[src/rtl/fetch_pkg.sv]
// Shared fetch-stage types: request FSM states, F/D payload and reset/bubble defaults.
// Pure declarations; no latency or backpressure of its own.
package fetch_pkg;

    typedef enum logic [1:0] {
        ST_FETCH = 2'd0,
        ST_HOLD  = 2'd1,
        ST_DROP  = 2'd2
    } fetch_state_e;

    localparam logic [31:0] NOP_INSTR_DEF = 32'h0000_0013;
    localparam logic [31:0] RESET_PC_DEF  = 32'h0000_0000;

    typedef struct packed {
        logic [31:0] instr;
        logic [31:0] pc;
        logic [31:0] inc_pc;
    } fd_t;

    function automatic fd_t fd_bubble(input logic [31:0] nop);
        fd_t b;
        b.instr  = nop;
        b.pc     = 32'd0;
        b.inc_pc = 32'd0;
        return b;
    endfunction

    function automatic logic [31:0] pc_next(input logic [31:0] pc);
        return pc + 32'd4;
    endfunction

endpackage

[src/rtl/fetch_fd_reg.sv]
// F/D pipeline register: one-cycle latency, Flush loads a bubble, Stall holds the current entry.
module fd_reg
    import fetch_pkg::*;
#(
    parameter logic [31:0] NOP_INSTR = NOP_INSTR_DEF
) (
    input  logic clk,
    input  logic rst,
    input  logic stall_i,
    input  logic flush_i,
    input  fd_t  fd_d_i,
    output fd_t  fd_q_o
);

    fd_t fd_q;

    always_ff @(posedge clk or posedge rst) begin
        if (rst) begin
            fd_q <= fd_bubble(NOP_INSTR);
        end else if (flush_i) begin
            fd_q <= fd_bubble(NOP_INSTR);
        end else if (!stall_i) begin
            fd_q <= fd_d_i;
        end
    end

    assign fd_q_o = fd_q;

endmodule

[src/rtl/fetch.sv]
// Fetch stage: one outstanding imem request, one-word hold buffer for stalls, and a drop state
// that swallows the response of a request overtaken by a redirect.
module fetch
    import fetch_pkg::*;
#(
    parameter logic [31:0] RESET_PC  = RESET_PC_DEF,
    parameter logic [31:0] NOP_INSTR = NOP_INSTR_DEF
) (
    input  logic        clk,
    input  logic        rst,
    input  logic        Stall,
    input  logic        Flush,
    input  logic        PCSrcE,
    input  logic [31:0] PCTargetE,
    output logic        imem_req,
    output logic [31:0] imem_addr,
    input  logic [31:0] imem_rdata,
    input  logic        imem_valid,
    output logic [31:0] InstrD,
    output logic [31:0] PCD,
    output logic [31:0] inc_PCD
);

    fetch_state_e state_q;
    logic [31:0]  pcf_q;
    logic [31:0]  ibuf_q;
    logic [31:0]  redir_q;
    fd_t          fd_d;
    fd_t          fd_q;

    // Decode gets a real word only when one is delivered and not overridden by a redirect.
    always_comb begin
        fd_d = fd_bubble(NOP_INSTR);
        if (!PCSrcE) begin
            if (state_q == ST_FETCH && imem_valid) begin
                fd_d.instr  = imem_rdata;
                fd_d.pc     = pcf_q;
                fd_d.inc_pc = pc_next(pcf_q);
            end else if (state_q == ST_HOLD) begin
                fd_d.instr  = ibuf_q;
                fd_d.pc     = pcf_q;
                fd_d.inc_pc = pc_next(pcf_q);
            end
        end
    end

    always_ff @(posedge clk or posedge rst) begin
        if (rst) begin
            state_q <= ST_FETCH;
            pcf_q   <= RESET_PC;
            ibuf_q  <= 32'd0;
            redir_q <= 32'd0;
        end else begin
            case (state_q)
                ST_FETCH: begin
                    if (PCSrcE) begin
                        if (imem_valid) begin
                            pcf_q <= PCTargetE;
                        end else begin
                            redir_q <= PCTargetE;
                            state_q <= ST_DROP;
                        end
                    end else if (imem_valid) begin
                        if (!Stall) begin
                            pcf_q <= pc_next(pcf_q);
                        end else begin
                            ibuf_q  <= imem_rdata;
                            state_q <= ST_HOLD;
                        end
                    end
                end
                ST_HOLD: begin
                    if (PCSrcE) begin
                        pcf_q   <= PCTargetE;
                        state_q <= ST_FETCH;
                    end else if (!Stall) begin
                        pcf_q   <= pc_next(pcf_q);
                        state_q <= ST_FETCH;
                    end
                end
                ST_DROP: begin
                    if (PCSrcE) begin
                        redir_q <= PCTargetE;
                    end
                    if (imem_valid) begin
                        pcf_q   <= PCSrcE ? PCTargetE : redir_q;
                        state_q <= ST_FETCH;
                    end
                end
                default: state_q <= ST_FETCH;
            endcase
        end
    end

    fd_reg #(
        .NOP_INSTR (NOP_INSTR)
    ) u_fd_reg (
        .clk     (clk),
        .rst     (rst),
        .stall_i (Stall),
        .flush_i (Flush),
        .fd_d_i  (fd_d),
        .fd_q_o  (fd_q)
    );

    assign imem_req  = (state_q != ST_HOLD);
    assign imem_addr = pcf_q;
    assign InstrD    = fd_q.instr;
    assign PCD       = fd_q.pc;
    assign inc_PCD   = fd_q.inc_pc;

endmodule

[config.mk]
export PLATFORM = sky130hd
export DESIGN_NAME = fetch
export DESIGN_NICKNAME = d
export VERILOG_FILES = /design/src/rtl/fetch_pkg.sv /design/src/rtl/fetch_fd_reg.sv /design/src/rtl/fetch.sv
export SDC_FILE = /design/constraint.sdc
export NUM_CORES = 1
export LEC_CHECK = 0
export ABC_CLOCK_PERIOD_IN_PS = 8000
export CORE_MARGIN = 4
export CORE_UTILIZATION = 50
export DETAILED_ROUTE_END_ITERATION = 8
export GPL_TIMING_DRIVEN = 0
export PLACE_DENSITY = 0.8
export SYNTH_ARGS = -nofsm -noshare
export SYNTH_HDL_FRONTEND = slang
export SYNTH_SLANG_ARGS = --single-unit
[constraint.sdc]
create_clock -name clk -period 8 [get_ports clk]
set_input_delay 2 -clock clk [delete_from_list [all_inputs] [get_ports clk]]
set_output_delay 2 -clock clk [all_outputs]
set_load 0.05 [all_outputs]
==> After elaboration in Yosys (flattened, before gate mapping) <==
Index checks and enable logic that the tools add are counted.
{ "word_totals": {"inputBits": 70, "wordCells": 53, "register_bits": 194} }
{ "classes": {"n_eq_ne": 12, "reduce_logical": 8, "bitwise": 1, "addsub": 1, "n_mux": 24} }
{ "op_table": {"columns": ["operator", "n"], "rows": [
  ["96-bit 2-to-1 mux", 5],
  ["32-bit 2-to-1 mux", 9],
  ["32-bit case mux with 3 select lines", 1],
  ["32-bit case mux with 2 select lines", 1],
  ["32-bit by 3-bit adder with 32-bit output (second input constant)", 1],
  ["2-bit 2-to-1 mux", 7],
  ["3-bit inequality test (second input constant)", 4],
  ["2-bit inequality test (second input constant)", 4],
  ["2-bit case mux with 3 select lines", 1],
  ["3-bit AND reduction", 2],
  ["5-bit AND reduction", 1],
  ["2-bit by 1-bit inequality test with 1-bit output (second input constant)", 2],
  ["4-bit AND reduction", 1],
  ["3-bit nonzero test", 1],
  ["2-bit by 1-bit equality test with 1-bit output (second input constant)", 1],
  ["2-bit equality test (second input constant)", 1],
  ["2-bit logical NOT", 1],
  ["2-bit nonzero test", 1],
  ["1-bit logical AND", 1],
  ["1-bit inverter", 1]
]} }

==> Logic depth before layout (Yosys ltp) <==
{ "depth": {"word_depth": 6, "depth_mapped": 8, "ltp_nobuf": 6} }

==> Cells and area by module <==
From an unflattened synthesis, not the netlist that was laid out.
{ "hier_totals": {"cells_unflattened": 1000, "hier_area_um2": 10112.2} }
{ "modules_own_cells": {"columns": ["mod", "instances", "cells_per_inst", "area_each_um2", "seq_area_each_um2"], "rows": [
  ["fetch", 1, 689, 6204.7, 2452.4],
  ["fd_reg", 1, 311, 3907.5, 2406.1]
]} }

==> Worst setup path before layout <==
Ideal clock, no wire load.
{ "synth_path": {"path_type": "input to register", "startpoint": "input port PCSrcE", "endpoint": "register redir_q[0]", "n_path_buf": 2, "setup_time_ns": 0.125, "t_arrival_ns": 3.425, "slack_ns": 4.451, "required_ns": 7.875, "stages": 5, "path_cell_list": "clkbuf_1 -> inv_1 -> nor3_1 -> clkbuf_1 -> mux2_2"} }
{ "synth_between": {"elab_chain_len": 2, "elab_cells_between_ends": 4, "cone_classes": "1 x eq/ne; 2 x mux; 1 x reduce/logical"} }
{ "synth_lines": {"columns": ["item", "line_no", "source"], "rows": [
  ["from (decl)", "fetch.sv:13", "input logic PCSrcE,"],
  ["32-bit 2-to-1 mux / 2-bit inequality test (equally long branches)", null, null],
  ["32-bit case mux with 2 select lines / 3-bit AND reduction (equally long branches)", null, null],
  ["to (signal assigned)", "fetch.sv:60", "redir_q <= PCTargetE;"],
  ["to (signal assigned)", "fetch.sv:83", "redir_q <= PCTargetE;"],
  ["to (decl)", "fetch.sv:27", "logic [31:0] redir_q;"]
]} }
Parallel ways exist; a longest one is shown, timed or not.
A chain may end at the register's enable or synchronous reset.

==> Final worst setup path <==
{ "layout_path": {"startpoint": "register state_q[0]", "endpoint": "output port imem_req"} }
{ "layout_between": {"elab_chain_len": 1} }
{ "layout_lines": {"columns": ["item", "line_no", "source"], "rows": [
  ["from (decl)", "fetch.sv:24", "fetch_state_e state_q;"],
  ["from (signal assigned)", "fetch.sv:49", "state_q <= ST_FETCH;"],
  ["from (signal assigned)", "fetch.sv:61", "state_q <= ST_DROP;"],
  ["from (signal assigned)", "fetch.sv:68", "state_q <= ST_HOLD;"],
  ["2-bit by 1-bit inequality test with 1-bit output", "fetch.sv:106", "assign imem_req = (state_q != ST_HOLD);"],
  ["to (decl)", "fetch.sv:15", "output logic imem_req,"]
]} }
No other way between the ends.

==> out/results.txt <==
status - finished, final reports clean
Die Y - 139.0 um
Lkg Pwr - 4.702 nW
top post-synthesis cells by area - dfrtp_1 (55%), mux2_2 (8.4%), o21ai_0 (4.8%)
kind of critical path - reg2out
Setup WS post-layout - 3245 ps
Syn Inst Count - 799
area leader, netlist - dfrtp_1
global route total overflow - 0
largest net degree at the start of global routing - 133
Die W - 139.0 um
fmax - 210.3 MHz
Pre-antenna DRT Iters - 5
DP Area - 10860 um^2
H-tree depth - 4
final wirelength - 26110 um
share of layout cells above drive strength 1 - 10.79%
fillers - 1261
skew final - 6.950 ps
Pwr Total - 2.771 mW
endpoints failing hold - 0
clock root buffer - clkbuf_16
Port Buffers - 197
Num CTS Buffers - 17
area fraction of the dominant cell type after synthesis - 55.13%
Detail Route Antenna Nets - 0
initial antenna violation count - 2
routability cong. - 0.8800
cell area after synthesis - 8578 um^2
# setup viols final - 0
HP Class - reg2reg
final HPWL from detailed placement - 18550 um
first-pass GRT wire length - 41260 um
pre-CTS WS - 3262 ps
gr usage total - 26.87%
post-cts resize count - 0
Critical Path Start Type - register
EDFF count, synth - 0
DRC viols - 0
DRT iter0 DRCs - 645
Top FF cell, synth - dfrtp_1
Core ar. - 16700 um^2
Site Rows - 47
post-route core utilization - 68.88%
Max Root-Sink Buffers - 2
RSZ-0062 raised after global routing - false
setup_tns - 0 ps
Synth Area per Inst - 10.74 um^2
clock slew at reported path FFs - 60 ps
power per cell area - 240.9 nW/um^2
Max VDD drop - 0.0001716 V
Layout Nets - 1087
clock latency on the worst-skew pair - 430 ps
crit path max fanout - 10
Post-synth top cells - dfrtp_1 (189), nand2_1 (87), o21ai_0 (82)
Tcrit/Tclk final - 59.43%
Mapped Nets - 870
vias per cell - 5.959
Cell Count, Final, Fillers Out - 1251
top-count cell post-synth - dfrtp_1
part of the Yosys area used for sequential elements - 56.05%
hold buffer count at CTS - 0
required time worst endpoint - 6000 ps
Initial Util - 51.36%
Fin Hold WS - 479.4 ps
Final min period - 4755 ps
CP endpoint kind - primary output
number of global-route vias before repair - 7554
Slew HR - 17.27%
Ports - 199
number of synthesized register bits - 192
postcts setup bufs - 0
Syn. warnings - 0
Sink Count - 192
Max-Cap Viols - 0
asr flop ratio synth - 100.0%
cell total after placement - 1217
Area growth syn-to-layout - 34.10%
Routed WL per cell - 20.87 um
max-slew violations - 0
synth unique cells - 50
via count - 7455
total die area - 19320 um^2
post-route cell area - 11500 um^2
CTS tree - built
Data arrival, critical path - 2750 ps
Slew @ Worst Pin - 1231 ps
## area by class of cell
class	count	area, um^2	area share [%]
repair buffers	198	1999	17.38
multi-input cells	535	3488	30.32
well taps	220	275.3	2.393
clock inverters	12	181.4	1.577
inverters	11	48.80	0.4242
diodes	2	5.005	0.04351
plain buffers	61	240.2	2.088
clock buffers	20	456.7	3.970
flip-flops and latches	192	4808	41.80
## cells by family after synthesis
| logic type | share of synthesized area (%) |
|---|---|
| AO/OA/AOI/OAI | 18.25 |
| XOR/XNOR | 2.757 |
| adder cells (fa/ha/maj) | 0.1458 |
| buffers and inverters | 3.282 |
| flip-flops | 56.05 |
| multiplexers | 8.401 |
| AND/OR/NAND/NOR | 11.11 |
## power by group
group | internal, mW | switching [mW] | leakage, nW | total (mW)
Clock | 0.542 | 0.375 | 0.311 | 0.917
Sequential | 1.09 | 0.111 | 2.45 | 1.20
Combinational | 0.254 | 0.401 | 1.94 | 0.655
## worst max-delay path, cell delays in order, from the launching register on
cell             delay, ps
dfrtp_1                340
clkbuf_1               270
nor2b_1                360
clkbuf_1               440
inv_1                  170
clkdlybuf4s50_1        750
## final timing paths
path,depth (start not counted),startpoint,endpoint,slack [ps]
max,5,state_q[0]$_DFFE_PP0P_,imem_req,3250
min,2,u_fd_reg.fd_q_o[27]$_DFFE_PP0P_,u_fd_reg.fd_q_o[27]$_DFFE_PP0P_,480
max reg2reg,6,imem_addr[2]$_DFFE_PP0P_,imem_addr[26]$_DFFE_PP0P_,5100
min reg2reg,2,u_fd_reg.fd_q_o[27]$_DFFE_PP0P_,u_fd_reg.fd_q_o[27]$_DFFE_PP0P_,480
max in group asynchronous,3,rst,imem_addr[27]$_DFFE_PP0P_,5000
min in group asynchronous,2,rst,u_fd_reg.fd_q_o[95]$_DFFE_PP0P_,1990
## metal layers
metal | global-route usage (%) | routed length, um | vias up
li1 | - | - | 3337
met1 | 35.71 | 10850 | 3676
met2 | 42.90 | 12310 | 374
met3 | 5.414 | 2018 | 68
met4 | 12.15 | 927 | 0
met5 | 0 | 0 | -
## flip-flops by register name, indices dropped and copies added (netlist names)
| signal | count |
|---|---|
| state_q | 2 |
| redir_q | 32 |
| u_fd_reg.fd_q_o | 94 |
| ibuf_q | 32 |
| imem_addr | 32 |
## cells in the final DEF (no fill, tap or decap), types with 8 or more instances in the layout
cell type,instances
xnor2_1,20
and3_1,18
a21oi_1,37
a22o_1,31
nor3_1,12
o21ai_0,82
dfrtp_1,189
clkbuf_16,17
nand2_1,87
inv_1,10
a22oi_1,33
nand3_1,15
o22ai_1,8
clkdlybuf4s50_1,197
nor2_1,39
clkbuf_1,53
mux2_2,64
(Power assumes the default switching activity.)
==> variant (same flow settings) <==
Register the input `PCTargetE` before use, without a reset. The logic sees it one clock later. The other inputs are not delayed to match.
--- a/src/rtl/fetch.sv
+++ b/src/rtl/fetch.sv
@@ -22,2 +22,8 @@
 );
+
+    logic [31:0] PCTargetE_q;
+
+    always_ff @(posedge clk) begin
+        PCTargetE_q <= PCTargetE;
+    end
 
@@ -57,5 +63,5 @@
                         if (imem_valid) begin
-                            pcf_q <= PCTargetE;
+                            pcf_q <= PCTargetE_q;
                         end else begin
-                            redir_q <= PCTargetE;
+                            redir_q <= PCTargetE_q;
                             state_q <= ST_DROP;
@@ -73,3 +79,3 @@
                     if (PCSrcE) begin
-                        pcf_q   <= PCTargetE;
+                        pcf_q   <= PCTargetE_q;
                         state_q <= ST_FETCH;
@@ -82,6 +88,6 @@
                     if (PCSrcE) begin
-                        redir_q <= PCTargetE;
+                        redir_q <= PCTargetE_q;
                     end
                     if (imem_valid) begin
-                        pcf_q   <= PCSrcE ? PCTargetE : redir_q;
+                        pcf_q   <= PCSrcE ? PCTargetE_q : redir_q;
                         state_q <= ST_FETCH;
Check against the original RTL: not equivalent (Yosys sat finds a counterexample within 4 cycles, from zero or initial values and one cycle with rst high).
==> variant against the unedited design <==
  * Synthesized area increased by 8.7%
  * Final area up 7.9%
  * Largest power group unchanged
  * Routed wire length grew 1.7%
  * Global-route usage down 1.7 points
  * Highest routed layer unchanged
  * Setup slack lost 0.21 ns
  * Largest cell class unchanged
  * Sequential share of layout area increased by 2.1 points
  * Sequential cell count up 32
  * Power up 13%
==> variant: results (changes against the unedited design) <==
Top delay family on crit path=buffers and inverters (unchanged); number of vias per cell=5.80 (was 5.96); CP Data Arrival Time=2.97 ns (was 2.75 ns); DR WL met3=2.29 mm (was 2.02 mm); Final nets=1147 (was 1087); Worst R2R Start=imem_addr[2] (unchanged); Port Buffer Count=197 (unchanged); Fin Clk Skew=0.0127 ns (was 0.00695 ns); Pre-antenna DRT Iters=5 (unchanged); layout cells sized above 1=0.112 (was 0.108); Worst Hold Depth=2 (unchanged); initial antenna violation count=0 (was 2); Core ar.=18100 sq um (was 16700 sq um); Slew headroom=0.215 (was 0.173); gr usage total=0.252 (was 0.269); synth warn=0 (unchanged); M1 WL=11.1 mm (was 10.9 mm); # Post-CTS Setup Buffers=0 (unchanged); PostCTS Resize Cnt=0 (unchanged); Routed met2 length=12.3 mm (about the same); Worst path slowest cell=clkdlybuf4s50_1 (unchanged); clk buf depth=3 (was 2); CP Max Fanout=10 (unchanged); H-tree depth=1 (was 4); Worst R2R Setup Slack=5.43 ns (was 5.10 ns); largest net degree at the start of global routing=134 (was 133); FF-to-FF path depth=6 (unchanged); r2r endpoint=imem_addr[26] (unchanged); Synth area leaders=dfrtp_1 (51%), mux2_2 (7.7%), dfxtp_1 (6.9%) (was dfrtp_1 (55%), mux2_2 (8.4%), o21ai_0 (4.8%)); gpl congestion=0.906 (was 0.880); fillcell total=1392 (was 1261); Seq/Total Area, Yosys=0.584 (was 0.561); WHS Endpoint=u_fd_reg.fd_q_o[67] (was u_fd_reg.fd_q_o[27]); 1st-iter DRT viols=706 (was 645); Synth Net Count=923 (was 870); LEAKAGE=5.08 nW (was 4.70 nW); worst hold slack=0.476 ns (was 0.479 ns); min-delay src=u_fd_reg.fd_q_o[67] (was u_fd_reg.fd_q_o[27]); NetSw=0.964 mW (was 0.886 mW); Root Driver=clkbuf_16 (unchanged); detailed-route wire length=26.6 mm (was 26.1 mm); crit-path max cell delay=0.74 ns; Yosys cell types=53 (was 50); Synth top cells by count=dfrtp_1 (189), nand2_1 (96), o21ai_0 (87) (was dfrtp_1 (189), nand2_1 (87), o21ai_0 (82)); number of global-route vias before repair=7332 (was 7554); worst hold-check path type=flop to flop (unchanged); worst skew pair latency=0.51 ns (was 0.43 ns); TritonCTS Buffers=24 (was 17); first-pass GRT wire length=40.9 mm (was 41.3 mm); top sig layer=met4 (unchanged); CP Launch Point=state_q[0] (unchanged); Peak supply drop=159 uV (was 172 uV); fraction of registers with async set/reset=0.857 (was 1.00); remaining antenna violation count=0 (unchanged); # diodes=0 (was 2); outcome=completed (unchanged); DP HPWL=19.5 mm (was 18.6 mm); DP Area=11600 sq um (was 10900 sq um)
==> variant: cell families after synthesis <==
logic type,share of synthesized area
buffers and inverters,0.0327
flip-flops,0.584
adder cells (fa/ha/maj),0.00134
AO/OA/AOI/OAI,0.155
AND/OR/NAND/NOR,0.113
multiplexers,0.0869
XOR/XNOR,0.0263
==> variant: stage by stage <==
| step | instances | utilization | TNS (ns) | setup WS [ns] |
|---|---|---|---|---|
| 6_report | 1322 | 0.684 | 0 | 3.03 |
| 5_1_grt | 1322 | 0.684 | 0 | 2.93 |
| 3_3_place_gp | 1278 | 0.638 | -313.47 | -1.67 |
| 2_1_floorplan | 852 | - | 0 | 0.778 |
| 3_5_place_dp | 1279 | 0.640 | 0 | 3.42 |
| 4_1_cts | 1322 | 0.684 | 0 | 3.07 |
==> variant: power groups by stage <==
stage,clock [mW],sequential (mW),combinational [mW]
3_3_place_gp,0,1.38,0.641
6_report,1.11,1.37,0.658
2_1_floorplan,0,1.52,0.265
3_5_place_dp,0,1.39,0.655
4_1_cts,1.12,1.37,0.658
5_1_grt,1.17,1.39,0.701
==> variant: cell type report <==
type,instances,area share
plain buffers,63,0.0204
clock buffers,32,0.0550
clock inverters,11,0.00877
inverters,14,0.00484
multi-input cells,551,0.288
flip-flops and latches,224,0.439
well taps,229,0.0231
repair buffers,198,0.161
==> variant: metal layers <==
| metal | GRT usage | vias up |
|---|---|---|
| met5 | 0 | - |
| met4 | 0.0835 | 0 |
| met3 | 0.0489 | 63 |
| met2 | 0.397 | 358 |
| met1 | 0.352 | 3733 |
| li1 | - | 3509 |
==> variant: worst min-delay path, stage by stage (launching register included) <==
cell,delay (ns)
dfrtp_1,0.34
nand2_1,0.05
o21ai_0,0.06
